--- src/rtl/mem_access_unit_if.sv ---
// Request/response and data-memory signal bundle for mem_access_unit.
// slave is the unit's view; master is the CPU-plus-memory side.
interface mem_access_unit_if #(
    parameter int ADDR_WIDTH = 10
);
    logic                  req_valid;
    logic                  req_ready;
    logic                  req_write;
    logic [1:0]            req_size;
    logic                  req_signed;
    logic [ADDR_WIDTH+1:0] req_addr;
    logic [31:0]           req_wdata;
    logic                  resp_valid;
    logic [31:0]           resp_rdata;
    logic                  resp_err;
    logic [ADDR_WIDTH-1:0] mem_address;
    logic [31:0]           mem_dataIn;
    logic                  mem_we;
    logic [31:0]           mem_dataOut;

    modport slave (
        input  req_valid, req_write, req_size, req_signed, req_addr, req_wdata, mem_dataOut,
        output req_ready, resp_valid, resp_rdata, resp_err, mem_address, mem_dataIn, mem_we
    );

    modport master (
        output req_valid, req_write, req_size, req_signed, req_addr, req_wdata, mem_dataOut,
        input  req_ready, resp_valid, resp_rdata, resp_err, mem_address, mem_dataIn, mem_we
    );
endinterface

--- src/rtl/mem_access_unit.sv ---
// Load/store controller for a single-port synchronous data memory: lane extraction
// with sign/zero extension on loads, read-modify-write for byte/halfword stores.
module mem_access_unit #(
    parameter int ADDR_WIDTH = 10
) (
    input  logic               clk,
    input  logic               rst_n,
    mem_access_unit_if.slave   bus
);
    typedef enum logic [2:0] {
        S_IDLE, S_RD, S_RD_CAP, S_RMW_RD, S_RMW_CAP, S_WR, S_ERR
    } state_t;

    state_t                r_state;
    logic [1:0]            r_lane;
    logic [1:0]            r_size;
    logic                  r_signed;
    logic [31:0]           r_wdata;
    logic                  r_resp_valid;
    logic                  r_resp_err;
    logic [31:0]           r_resp_rdata;
    logic [ADDR_WIDTH-1:0] r_mem_addr;
    logic [31:0]           r_mem_din;
    logic                  r_mem_we;
    logic                  w_illegal;

    function automatic logic [31:0] f_extract(input logic [31:0] word, input logic [1:0] lane,
                                              input logic [1:0] size, input logic sgn);
        logic [31:0]        sh;
        logic signed [7:0]  b;
        logic signed [15:0] h;
        sh = word >> {lane, 3'b000};
        b  = sh[7:0];
        h  = sh[15:0];
        case (size)
            2'b00:   f_extract = sgn ? 32'(b) : {24'd0, sh[7:0]};
            2'b01:   f_extract = sgn ? 32'(h) : {16'd0, sh[15:0]};
            default: f_extract = word;
        endcase
    endfunction

    // Halfwords are aligned here, so lane is 0 or 2 and the byte shift serves both sizes.
    function automatic logic [31:0] f_merge(input logic [31:0] old, input logic [31:0] wdata,
                                            input logic [1:0] lane, input logic [1:0] size);
        logic [31:0] mask;
        logic [31:0] data;
        mask    = (size == 2'b00) ? 32'h0000_00FF : 32'h0000_FFFF;
        mask    = mask << {lane, 3'b000};
        data    = wdata << {lane, 3'b000};
        f_merge = (old & ~mask) | (data & mask);
    endfunction

    assign w_illegal = (bus.req_size == 2'b11) ||
                       (bus.req_size == 2'b01 && bus.req_addr[0]) ||
                       (bus.req_size == 2'b10 && bus.req_addr[1:0] != 2'b00);

    always_ff @(posedge clk or negedge rst_n) begin
        if (!rst_n) begin
            r_state      <= S_IDLE;
            r_lane       <= 2'b00;
            r_size       <= 2'b00;
            r_signed     <= 1'b0;
            r_wdata      <= 32'd0;
            r_resp_valid <= 1'b0;
            r_resp_err   <= 1'b0;
            r_resp_rdata <= 32'd0;
            r_mem_addr   <= '0;
            r_mem_din    <= 32'd0;
            r_mem_we     <= 1'b0;
        end else begin
            r_resp_valid <= 1'b0;
            r_resp_err   <= 1'b0;
            r_mem_we     <= 1'b0;
            case (r_state)
                S_IDLE: begin
                    if (bus.req_valid) begin
                        r_lane   <= bus.req_addr[1:0];
                        r_size   <= bus.req_size;
                        r_signed <= bus.req_signed;
                        r_wdata  <= bus.req_wdata;
                        if (w_illegal) begin
                            r_state <= S_ERR;
                        end else begin
                            r_mem_addr <= bus.req_addr[ADDR_WIDTH+1:2];
                            if (!bus.req_write) begin
                                r_state <= S_RD;
                            end else if (bus.req_size == 2'b10) begin
                                // Full-word store goes straight to the write cycle.
                                r_mem_din <= bus.req_wdata;
                                r_mem_we  <= 1'b1;
                                r_state   <= S_WR;
                            end else begin
                                r_state <= S_RMW_RD;
                            end
                        end
                    end
                end
                S_RD:     r_state <= S_RD_CAP;
                S_RMW_RD: r_state <= S_RMW_CAP;
                S_RD_CAP: begin
                    r_resp_rdata <= f_extract(bus.mem_dataOut, r_lane, r_size, r_signed);
                    r_resp_valid <= 1'b1;
                    r_state      <= S_IDLE;
                end
                S_RMW_CAP: begin
                    r_mem_din <= f_merge(bus.mem_dataOut, r_wdata, r_lane, r_size);
                    r_mem_we  <= 1'b1;
                    r_state   <= S_WR;
                end
                S_WR: begin
                    r_resp_rdata <= 32'd0;
                    r_resp_valid <= 1'b1;
                    r_state      <= S_IDLE;
                end
                S_ERR: begin
                    r_resp_rdata <= 32'd0;
                    r_resp_valid <= 1'b1;
                    r_resp_err   <= 1'b1;
                    r_state      <= S_IDLE;
                end
                default: r_state <= S_IDLE;
            endcase
        end
    end

    assign bus.req_ready   = (r_state == S_IDLE);
    assign bus.resp_valid  = r_resp_valid;
    assign bus.resp_err    = r_resp_err;
    assign bus.resp_rdata  = r_resp_rdata;
    assign bus.mem_address = r_mem_addr;
    assign bus.mem_dataIn  = r_mem_din;
    assign bus.mem_we      = r_mem_we;
endmodule
--- src/flat_wrapper.sv ---
// flat-port wrapper written by rule: the top's interface ports become plain ports
module mem_access_unit_flat 
#(
    parameter int ADDR_WIDTH = 10
)
  (clk, rst_n, bus_req_valid, bus_req_write, bus_req_size, bus_req_signed, bus_req_addr, bus_req_wdata, bus_mem_dataOut, bus_req_ready, bus_resp_valid, bus_resp_rdata, bus_resp_err, bus_mem_address, bus_mem_dataIn, bus_mem_we);
  mem_access_unit_if #(.ADDR_WIDTH(ADDR_WIDTH)) bus_i ();
  input  logic clk;
  input  logic rst_n;
  input wire logic [$bits(bus_i.req_valid)-1:0] bus_req_valid;
  input wire logic [$bits(bus_i.req_write)-1:0] bus_req_write;
  input wire logic [$bits(bus_i.req_size)-1:0] bus_req_size;
  input wire logic [$bits(bus_i.req_signed)-1:0] bus_req_signed;
  input wire logic [$bits(bus_i.req_addr)-1:0] bus_req_addr;
  input wire logic [$bits(bus_i.req_wdata)-1:0] bus_req_wdata;
  input wire logic [$bits(bus_i.mem_dataOut)-1:0] bus_mem_dataOut;
  output wire logic [$bits(bus_i.req_ready)-1:0] bus_req_ready;
  output wire logic [$bits(bus_i.resp_valid)-1:0] bus_resp_valid;
  output wire logic [$bits(bus_i.resp_rdata)-1:0] bus_resp_rdata;
  output wire logic [$bits(bus_i.resp_err)-1:0] bus_resp_err;
  output wire logic [$bits(bus_i.mem_address)-1:0] bus_mem_address;
  output wire logic [$bits(bus_i.mem_dataIn)-1:0] bus_mem_dataIn;
  output wire logic [$bits(bus_i.mem_we)-1:0] bus_mem_we;
  assign bus_i.req_valid = bus_req_valid;
  assign bus_i.req_write = bus_req_write;
  assign bus_i.req_size = bus_req_size;
  assign bus_i.req_signed = bus_req_signed;
  assign bus_i.req_addr = bus_req_addr;
  assign bus_i.req_wdata = bus_req_wdata;
  assign bus_i.mem_dataOut = bus_mem_dataOut;
  assign bus_req_ready = bus_i.req_ready;
  assign bus_resp_valid = bus_i.resp_valid;
  assign bus_resp_rdata = bus_i.resp_rdata;
  assign bus_resp_err = bus_i.resp_err;
  assign bus_mem_address = bus_i.mem_address;
  assign bus_mem_dataIn = bus_i.mem_dataIn;
  assign bus_mem_we = bus_i.mem_we;
  mem_access_unit #(.ADDR_WIDTH(ADDR_WIDTH)) u_core (.clk(clk), .rst_n(rst_n), .bus(bus_i));
endmodule
--- config.mk ---
export PLATFORM = sky130hd
export DESIGN_NAME = mem_access_unit_flat
export DESIGN_NICKNAME = d
export VERILOG_FILES = /design/src/rtl/mem_access_unit_if.sv /design/src/rtl/mem_access_unit.sv /design/src/flat_wrapper.sv
export SDC_FILE = /design/constraint.sdc
export NUM_CORES = 1
export LEC_CHECK = 0
export ABC_AREA = 1
export BUFFER_PORTS_ARGS = -buffer_cell sky130_fd_sc_hd__buf_2
export CORE_AREA = 4 4 77 150
export CTS_BUF_LIST = sky130_fd_sc_hd__clkbuf_2
export CTS_CLUSTER_DIAMETER = 80
export DETAILED_ROUTE_END_ITERATION = 12
export DIE_AREA = 0 0 81 154
export PLACE_DENSITY_LB_ADDON = 0.15
export SLEW_MARGIN = 20
export SYNTH_ARGS = -nofsm -noshare
export SYNTH_HDL_FRONTEND = slang
export SYNTH_SLANG_ARGS = --single-unit
--- constraint.sdc ---
create_clock -name clk -period 2.5 [get_ports clk]
set_clock_uncertainty 0.2 [all_clocks]
set_input_delay 0.75 -clock clk [delete_from_list [all_inputs] [get_ports clk]]
set_output_delay 0.75 -clock clk [all_outputs]
set_load 0.05 [all_outputs]
; After elaboration in Yosys (flattened, before gate mapping)
; Index checks and enable logic that the tools add are counted.
[classes]
n_mux = 22
bitwise = 5
eq_ne = 14
n_reduce_logical = 14
shifts = 3
[ops]
columns = cell, count
row1 = two-way mux 32 bit, 6
row2 = one-hot mux 32 bit (2 select lines), 3
row3 = bitwise AND 32 bit, 2
row4 = left shift 32 x 5 -> 32 bit, 2
row5 = inverter 32 bit, 1
row6 = OR 32 bit, 1
row7 = >> shifter 32 x 5 -> 16 bit, 1
row8 = two-way mux 16 bit, 1
row9 = two-way mux 3 bit, 4
row10 = one-hot mux 3 bit (4 select lines), 1
row11 = "== test 3 bit, second input constant", 3
row12 = "== test 3 x 2 -> 1 bit, second input constant", 2
row13 = two-way mux 1 bit, 6
row14 = "!= test 2 bit, second input constant", 3
row15 = nonzero test 2 bit, 3
row16 = AND reduction 5 bit, 1
row17 = "== test 2 x 1 -> 1 bit, second input constant", 2
row18 = "== test 2 bit, second input constant", 2
row19 = "== test 3 x 1 -> 1 bit, second input constant", 1
row20 = zero test 3 bit, 1
row21 = AND reduction 3 bit, 1
row22 = OR reduction 3 bit, 1
row23 = logical AND 1 bit, 2
row24 = zero test 2 bit, 1
row25 = 6 further kinds, 7
[word_totals]
output_inout_bits = 78
register_bits = 117
word_cells = 69

; Logic depth before layout (Yosys ltp)
; Gate-level depths: netlist of the first run.
[depth]
ltp_word = 7
mapped_depth = 10
mapped_depth_nobuf = 9

; Least setup slack after synthesis of the first run
; No wires, ideal clock.
[synth_timing]
kind = reg2out
startpoint = register u_core.r_state[1]
endpoint = output port bus_req_ready
n_path_buf = 0
required_time_ns = 1.550
stages_incl_launch_ff = 4
path_slack_ns = 0.561
arrival_ns = 0.989
cell_sequence = dfrtp_1 nor2_2 nand2_1 inv_1
[synth_via]
elab_chain_cells = 1
[synth_rtl]
columns = item, line
row1 = from (decl), mem_access_unit.sv:14  ; state_t r_state;
row2 = from (signal assigned), mem_access_unit.sv:59  ; r_state <= S_IDLE;
row3 = from (signal assigned), mem_access_unit.sv:82  ; r_state <= S_ERR;
row4 = from (signal assigned), mem_access_unit.sv:86  ; r_state <= S_RD;
row5 = zero test 3 bit, mem_access_unit.sv:126  ; assign bus.req_ready = (r_state == S_IDLE);
row6 = to (decl), flat_wrapper.sv:17  ; output wire logic [$bits(bus_i.req_ready)-1:0] bus_req_ready;
; Every way passes these cells.

; Worst setup path after layout of the first run
; Ends and elaborated chain as after synthesis.

==> reports/results.ini, run 1 <==
[setup_path]
crit_chain=nor2_4 -> nand2_2 -> inv_2 -> buf_8
cp.arrival_ps=1480
cp_max_fo=2
r2r-start=u_core.r_lane[0]
critPathCaptureType=output pin
reg2regPathDepth=8
worstSetupStartpointType=flip-flop
critPathRequiredTime_ps=1550
r2r-end=u_core.bus.mem_dataIn[22]
cp_slowest_cell=dfrtp_1
max_stage_delay_ps=480
rrSetupSlack_ps=420
crit_type=reg -> out

[cells_and_area]
nets=1117
post_route_cells_drive_above_1_share=0.209
instances_no_fill=1177
final_cell_mix=nand2_1 (397), buf_2 (158), nand3_1 (109), dfrtp_1 (109)
final_common_cell=nand2_1
layout-area-overhead-vs-synth_pct=17.5

[global_route]
grt_overflow=0
grt_start_max_net_pins=110
first_global_vias=6109
antenna_found_initial=1
grt_first_pass_wirelength_mm=28.8
track_usage=0.299

[timing]
whs_ps=124
setup_viol_count_final=0
max_freq_mhz=412
maxSlewViolCount=0
hold_viol_final=0
tightest_slew_ps=580
worst_slack_ps=72.1
rsz0062_at_grt=yes
slew_headroom=0.613
setup-tns-final_ps=0
period_minus_slack_ps=2430
timing.final.crit_share=0.971

[drt]
drt_wl_total_mm=18.4
antenna_left=0
wl_per_cell_um=15.6
drt-pass1-iter-count=6
post-route-drc-count=0
vias_per_cell=5.34
drtIter0Drc=410
vias=6291

[logic_synthesis]
ys_seq_elements=109
ys_seq_area_frac=0.452
syn-num-nets=968
yosysUniqueCellTypes=21
synth.avg_cell_area_sq_um=6.81
synth.cell_area_sq_um=6030
netlist_instances=885
yosys_warnings=0

[power_and_ir_drop]
power.net_switching_mw=6.07
powerDensity_nw_per_um2=1490
combPwrFrac=0.644
power.share.clock=0.069
internal_power_mw=4.47
pwr-share-seq=0.288
leakage_nw=4.14
vdd_drop_max_mv=0.931
netSwitchingFraction=0.576

[worst_hold_path]
hold_depth=3
hold_path_class=in -> reg
whs_endpoint=u_core.r_signed
worstHoldStart=bus_req_signed

[placement]
numPortBuffers=160
place_hpwl_mm=14.0
dp_slack_ps=321
dp.cells=1154
routabilityCongestion=1.02

[floorplan]
core_sq_um=10500
placementRows=53
pin_count=161
die_width_um=81
dieArea_sq_um=12500
die_h_um=154
start_util=0.575

[clock_tree]
cts_max_path_buffers=2
cts_tree=built
cts.sinks=109
clk_pin_slew_worst_paths_ps=280
clkLatencyLatePin_ps=600
clockRootBuffer=clkbuf_2
numCtsBuffers=9
cts_max_level=3

[status]
status=completed

[flow_run]
maxCapViolations=0

[registers in the layout (all words and copies together), names as in the netlist]
register                cells
u_core.bus.resp_valid       1
u_core.r_signed             1
u_core.bus.mem_dataIn      32
u_core.r_lane               2
u_core.bus.mem_we           1
u_core.bus.mem_address     10
u_core.bus.resp_err         1
u_core.r_size               2
u_core.bus.resp_rdata      32
u_core.r_wdata             24
u_core.r_state              3
[cell usage after synthesis]
cell type,n,share of area
nor2_4,2,0.0037
o21ai_1,4,0.0033
clkbuf_1,12,0.0075
nand2_1,399,0.25
buf_2,25,0.021
inv_1,55,0.034
nand3_4,1,0.0029
dfrtp_1,109,0.45
a22oi_1,1,0.0012
a21oi_1,41,0.034
nor2_1,54,0.034
buf_4,6,0.0075
nand2_2,3,0.0031
nor2_2,5,0.0052
o211ai_1,1,0.0012
inv_2,4,0.0025
buf_1,1,0.00062
buf_6,3,0.0056
nand4_1,1,0.0010
o21ai_0,49,0.041
nand3_1,109,0.090
[worst max path at each step]
stage	depth (start not counted)	slack, ps	startpoint	to
2_1_floorplan	3	560	u_core.r_state[1]	bus_req_ready
3_3_place_gp	9	380	bus_mem_dataOut[31]	u_core.bus.resp_rdata[28]
3_5_place_dp	10	320	bus_req_size[0]	u_core.bus.mem_dataIn[22]
4_1_cts	4	20	u_core.r_state[0]	bus_req_ready
5_1_grt	4	-40	u_core.r_state[1]	bus_req_ready
6_report	4	70	u_core.r_state[1]	bus_req_ready
[layout make-up]
class                           instances  area [sq um]
Clock buffer                           11          55.1
Timing Repair Buffer                  185          1030
Multi-Input combinational cell        670          2840
Sequential cell                       109          2730
Antenna cell                            1          2.50
Tap cell                              137           171
Fill cell                            1047          3390
Clock inverter                          5          35.0
Inverter                               59           221
[power by group through the flow]
stage | clock network, mW | registers, mW | logic (mW)
final | 0.722 | 3.03 | 6.78
after global routing | 0.806 | 3.11 | 7.42
after CTS | 0.731 | 3.02 | 6.76
after detailed placement | 0 | 3.06 | 6.66
after global placement | 0 | 3.06 | 6.57
after floorplan | 0 | 4.81 | 3.27
[per-layer routing]
| layer | global-route usage | wire [um] |
|---|---|---|
| met5 | 0 | 0 |
| met4 | 0.166 | 998 |
| met3 | 0.0528 | 1220 |
| met2 | 0.515 | 9450 |
| met1 | 0.341 | 6680 |
[what timing repair did]
action,CTS,global route
endpoints found under the setup margin,1,1
endpoints found under the hold margin,64,0
hold buffers,1,0
pin swaps,1,1
buffers inserted,4,1
gates resized for setup,6,0
[cell families after synthesis]
family | after synthesis | share of synthesized area
buffers and inverters | 106 | 0.0786
AOI/OAI and AO/OA | 96 | 0.0805
and+or+nand+nor | 574 | 0.388
DFF | 109 | 0.452
[worst max-delay path: cells and delay by family (launching register included)]
family | cells | cell delay (ps)
buf+inv | 2 | 200
flops | 1 | 480
simple gates | 2 | 190
[metrics by stage]
step / area, sq um / total power, mW / util
2_1_floorplan: 6030 / 8.08 / -
3_3_place_gp: 6930 / 9.63 / 0.661
3_5_place_dp: 6930 / 9.71 / 0.661
4_1_cts: 7070 / 10.5 / 0.675
5_1_grt: 7080 / 11.3 / 0.676
6_report: 7080 / 10.5 / 0.676
Note: power is estimated with default switching activity, not from simulation.
==> run 2, diff against run 1 <==
Settings changed: CORE_AREA 4 4 77 150 to 4 4 126 92, DIE_AREA 0 0 81 154 to 0 0 130 96.
==> reports/results.ini, run 2 (same netlist as run 1, synthesis figures left out) <==
[status]
status=completed

[global_route]
grt_first_pass_wirelength_mm=29.1
grt_start_max_net_pins=57
first_global_vias=5752
track_usage=0.299
antenna_found_initial=1
grt_overflow=0

[setup_path]
worstSetupStartpointType=flip-flop
r2r-end=u_core.r_wdata[12]
max_stage_delay_ps=500
crit_type=reg -> out
cp.arrival_ps=1530
critPathCaptureType=output pin
reg2regPathDepth=11
cp_max_fo=2
critPathRequiredTime_ps=1550
critical_path.startpoint=u_core.r_state[1]
r2r-start=u_core.r_state[1]
crit_chain=nor2_4 -> nand2_2 -> inv_2 -> buf_8
cp_slowest_cell=dfrtp_1
endpoint=bus_req_ready
rrSetupSlack_ps=120

[cells_and_area]
instances_no_fill=1175
layout-area-overhead-vs-synth_pct=18.6
nets=1121
diodes=0
post_route_cells_drive_above_1_share=0.213
final_cell_mix=nand2_1 (396), buf_2 (158), nand3_1 (109), dfrtp_1 (109)
final_common_cell=nand2_1

[placement]
dp_slack_ps=385
numPortBuffers=160
place_hpwl_mm=13.5
routabilityCongestion=0.989
dp.cells=1149

[drt]
post-route-drc-count=0
antenna_left=0
drt-pass1-iter-count=5
wl_met2_mm=7.75
drtIter0Drc=706
vias_per_cell=5.45
top_layer=met5
met1Wirelength_mm=8.07
vias=6402
met3_length_mm=2.18
drt_wl_total_mm=18.3
wl_per_cell_um=15.5

[clock_tree]
cts_max_level=3
cts_max_path_buffers=2
numCtsBuffers=9
cts.sinks=109
clockRootBuffer=clkbuf_2
cts_tree=built
clkLatencyLatePin_ps=620
clk_pin_slew_worst_paths_ps=300

[timing]
timing.final.crit_share=0.992
slew_headroom=0.652
maxSlewViolCount=0
max_freq_mhz=403
period_minus_slack_ps=2480
rsz0062_at_grt=yes
whs_ps=107
worst_slack_ps=19.1
setup_viol_count_final=0
tightest_slew_ps=521
hold_viol_final=0

[floorplan]
die_h_um=96
core_sq_um=10200
placementRows=31
start_util=0.589
pin_count=161
die_width_um=130
dieArea_sq_um=12500

[power_and_ir_drop]
powerDensity_nw_per_um2=1490
internal_power_mw=4.53
combPwrFrac=0.647
leakage_nw=4.19
netSwitchingFraction=0.576
vdd_drop_max_mv=0.946
finalPower_mw=10.7
power.net_switching_mw=6.15
power.share.clock=0.071
pwr-share-seq=0.283

[worst_hold_path]
hold_path_class=in -> reg

[flow_run]
maxCapViolations=0

[run 2: through the flow]
stage / util / setup TNS, ps / cell area (sq um)
floorplan: - / 0 / 6030
global placement: 0.679 / 0 / 6960
detailed placement: 0.679 / 0 / 6960
CTS: 0.698 / -0.0172 / 7150
global route: 0.698 / -24.0 / 7150
finish: 0.698 / 0 / 7150
[run 2: how the worst min path moves through the flow]
stage,startpoint,endpoint,depth (start not counted)
after floorplan,u_core.r_wdata[16],u_core.r_wdata[16],2
after global placement,u_core.bus.mem_address[2],u_core.bus.mem_address[2],2
after detailed placement,u_core.bus.mem_address[2],u_core.bus.mem_address[2],2
after CTS,bus_req_wdata[13],u_core.r_wdata[13],3
after global routing,bus_req_wdata[13],u_core.r_wdata[13],3
final,bus_req_wdata[13],u_core.r_wdata[13],3
[run 2: critical path: cells and delay by family, from the launching register on]
kind	cells	cell delay, ps
flops	1	500
buf+inv	2	210
simple gates	2	200
[run 2: power by group through the flow]
stage / logic, mW / registers, mW / clock network (mW)
6_report: 6.91 / 3.02 / 0.755
5_1_grt: 7.55 / 3.12 / 0.824
4_1_cts: 6.84 / 3.01 / 0.764
3_5_place_dp: 6.67 / 3.05 / 0
3_3_place_gp: 6.58 / 3.05 / 0
2_1_floorplan: 3.27 / 4.81 / 0
[run 2: what timing repair did]
action / in CTS / in global routing
gates resized for setup: 6 / 1
pin swaps: 1 / 1
setup buffers: 9 / 0
endpoints found under the setup margin: 1 / 11
hold buffers: 1 / 0
endpoints found under the hold margin: 29 / 0
gates cloned: 0 / 0
[run 2: layer usage]
metal  track usage  up-vias
li1              -     3087
met1         0.450     2908
met2         0.441      376
met3        0.0704       29
met4        0.0631        2
met5             0        -
[run 2: area by class of cell]
class	instances	area, sq um
repair buffers	189	1100
well taps	132	165
fillers	947	3090
multi-input cells	670	2850
clock inverters	7	48.8
inverters	59	221
clock buffers	9	45.0
flip-flops and latches	109	2730
==> run 3, diff against run 2 <==
Settings changed: MAX_ROUTING_LAYER from default to met4.
==> reports/results.ini, run 3 (same netlist as run 1, synthesis figures left out) <==
[status]
status=completed

[drt]
antenna_left=0
drtIter0Drc=704
vias=6431
drt-pass1-iter-count=6
post-route-drc-count=0
wl_per_cell_um=15.5
vias_per_cell=5.47
drt_wl_total_mm=18.2

[floorplan]
pin_count=161
placementRows=31
start_util=0.589
dieArea_sq_um=12500
die_h_um=96
core_sq_um=10200
die_width_um=130

[placement]
dp.cells=1149
numPortBuffers=160
routabilityCongestion=1.01
placedInstanceArea_sq_um=6960
place_hpwl_mm=13.5
dp_slack_ps=385

[cells_and_area]
post_route_cells_drive_above_1_share=0.213
layout-area-overhead-vs-synth_pct=18.6
instances_no_fill=1176
fin_util=0.698
final_common_cell=nand2_1
nets=1121
final_area_sq_um=7150
final_cell_mix=nand2_1 (396), buf_2 (158), nand3_1 (109), dfrtp_1 (109)

[timing]
setup-tns-final_ps=0
slew_headroom=0.656
worst_slack_ps=36.8
max_freq_mhz=406
period_minus_slack_ps=2460
timing.final.crit_share=0.985
setup_viol_count_final=0
hold_viol_final=0
tightest_slew_ps=515
whs_ps=115
maxSlewViolCount=0
rsz0062_at_grt=yes

[global_route]
track_usage=0.308
first_global_vias=5746
grt_first_pass_wirelength_mm=29.1
use_met3=0.0621
grt-busiest-layer=met1
gr-usage-met2=0.441
grt_start_max_net_pins=57
grt_use_met1=0.457
grt_overflow=0
antenna_found_initial=1

[power_and_ir_drop]
finalPower_mw=10.7
vdd_drop_max_mv=0.946
powerDensity_nw_per_um2=1490
leakage_nw=4.19

[setup_path]
reg2regPathDepth=11
cp.arrival_ps=1510
crit_chain=nor2_4 -> nand2_2 -> inv_2 -> buf_8
critPathCaptureType=output pin
r2r-end=u_core.r_wdata[12]
worstSetupStartpointType=flip-flop
critPathRequiredTime_ps=1550
max_stage_delay_ps=490
rrSetupSlack_ps=150
cp_max_fo=2
crit_type=reg -> out
cp_slowest_cell=dfrtp_1
r2r-start=u_core.r_state[1]

[clock_tree]
clk_pin_slew_worst_paths_ps=290
cts_tree=built
clkLatencyLatePin_ps=630
cts_max_level=3
cts_max_path_buffers=2
cts.sinks=109
clockRootBuffer=clkbuf_2
numCtsBuffers=9

[worst_hold_path]
worstHoldStart=bus_req_wdata[13]
whs_endpoint=u_core.r_wdata[13]
hold_path_class=in -> reg
hold_depth=3

[flow_run]
maxCapViolations=0

==> run 3: cell count changes in the layout (fill, tap and decap cells not counted), sizes merged <==
cell   before  now
diode       0    1
==> run 3: worst max path at each step <==
stage                     depth (start not counted)               from                         to
after CTS                                         4  u_core.r_state[0]              bus_req_ready
final                                             4  u_core.r_state[1]              bus_req_ready
after global routing                              4  u_core.r_state[0]              bus_req_ready
after floorplan                                   3  u_core.r_state[1]              bus_req_ready
after global placement                            8   u_core.r_lane[0]  u_core.bus.mem_dataIn[31]
after detailed placement                          8   u_core.r_lane[0]  u_core.bus.mem_dataIn[31]
==> run 3: critical path: cells and delay by family (launching register included) <==
kind / cells / cell delay [ps]
flip-flops: 1 / 490
buffers and inverters: 2 / 210
AND/OR/NAND/NOR: 2 / 200
==> run 3: timing repair <==
| action | 4_1_cts | 5_1_grt |
|---|---|---|
| hold buffers | 1 | 0 |
| gates resized for setup | 6 | 1 |
| pin swaps | 1 | 1 |
| hold endpoints to repair | 29 | 0 |
| buffers inserted | 9 | 0 |
| endpoints found under the setup margin | 1 | 11 |
==> run 3: final cells by class <==
cell class / instances / area, sq um
fill: 946 / 3090
clock inverter: 7 / 48.8
multi-input combinational: 670 / 2850
antenna: 1 / 2.50
clock buffer: 9 / 45.0
tap: 132 / 165
sequential: 109 / 2730
inverter: 59 / 221
timing repair buffer: 189 / 1100
==> run 3: power breakdown <==
group | switching [mW] | internal (mW)
sequential | 0.481 | 2.54
combinational | 5.04 | 1.85
clock | 0.616 | 0.140
total | 6.14 | 4.53
==> run 3: per-layer routing <==
| metal | vias to the layer above | part of all wire | routed length, um |
|---|---|---|---|
| met3 | 33 | 0.11 | 1990 |
| met1 | 2945 | 0.44 | 8080 |
| li1 | 3091 | - | - |
| met4 | 0 | 0.013 | 235 |
| met5 | - | 0 | 0 |
| met2 | 362 | 0.43 | 7870 |
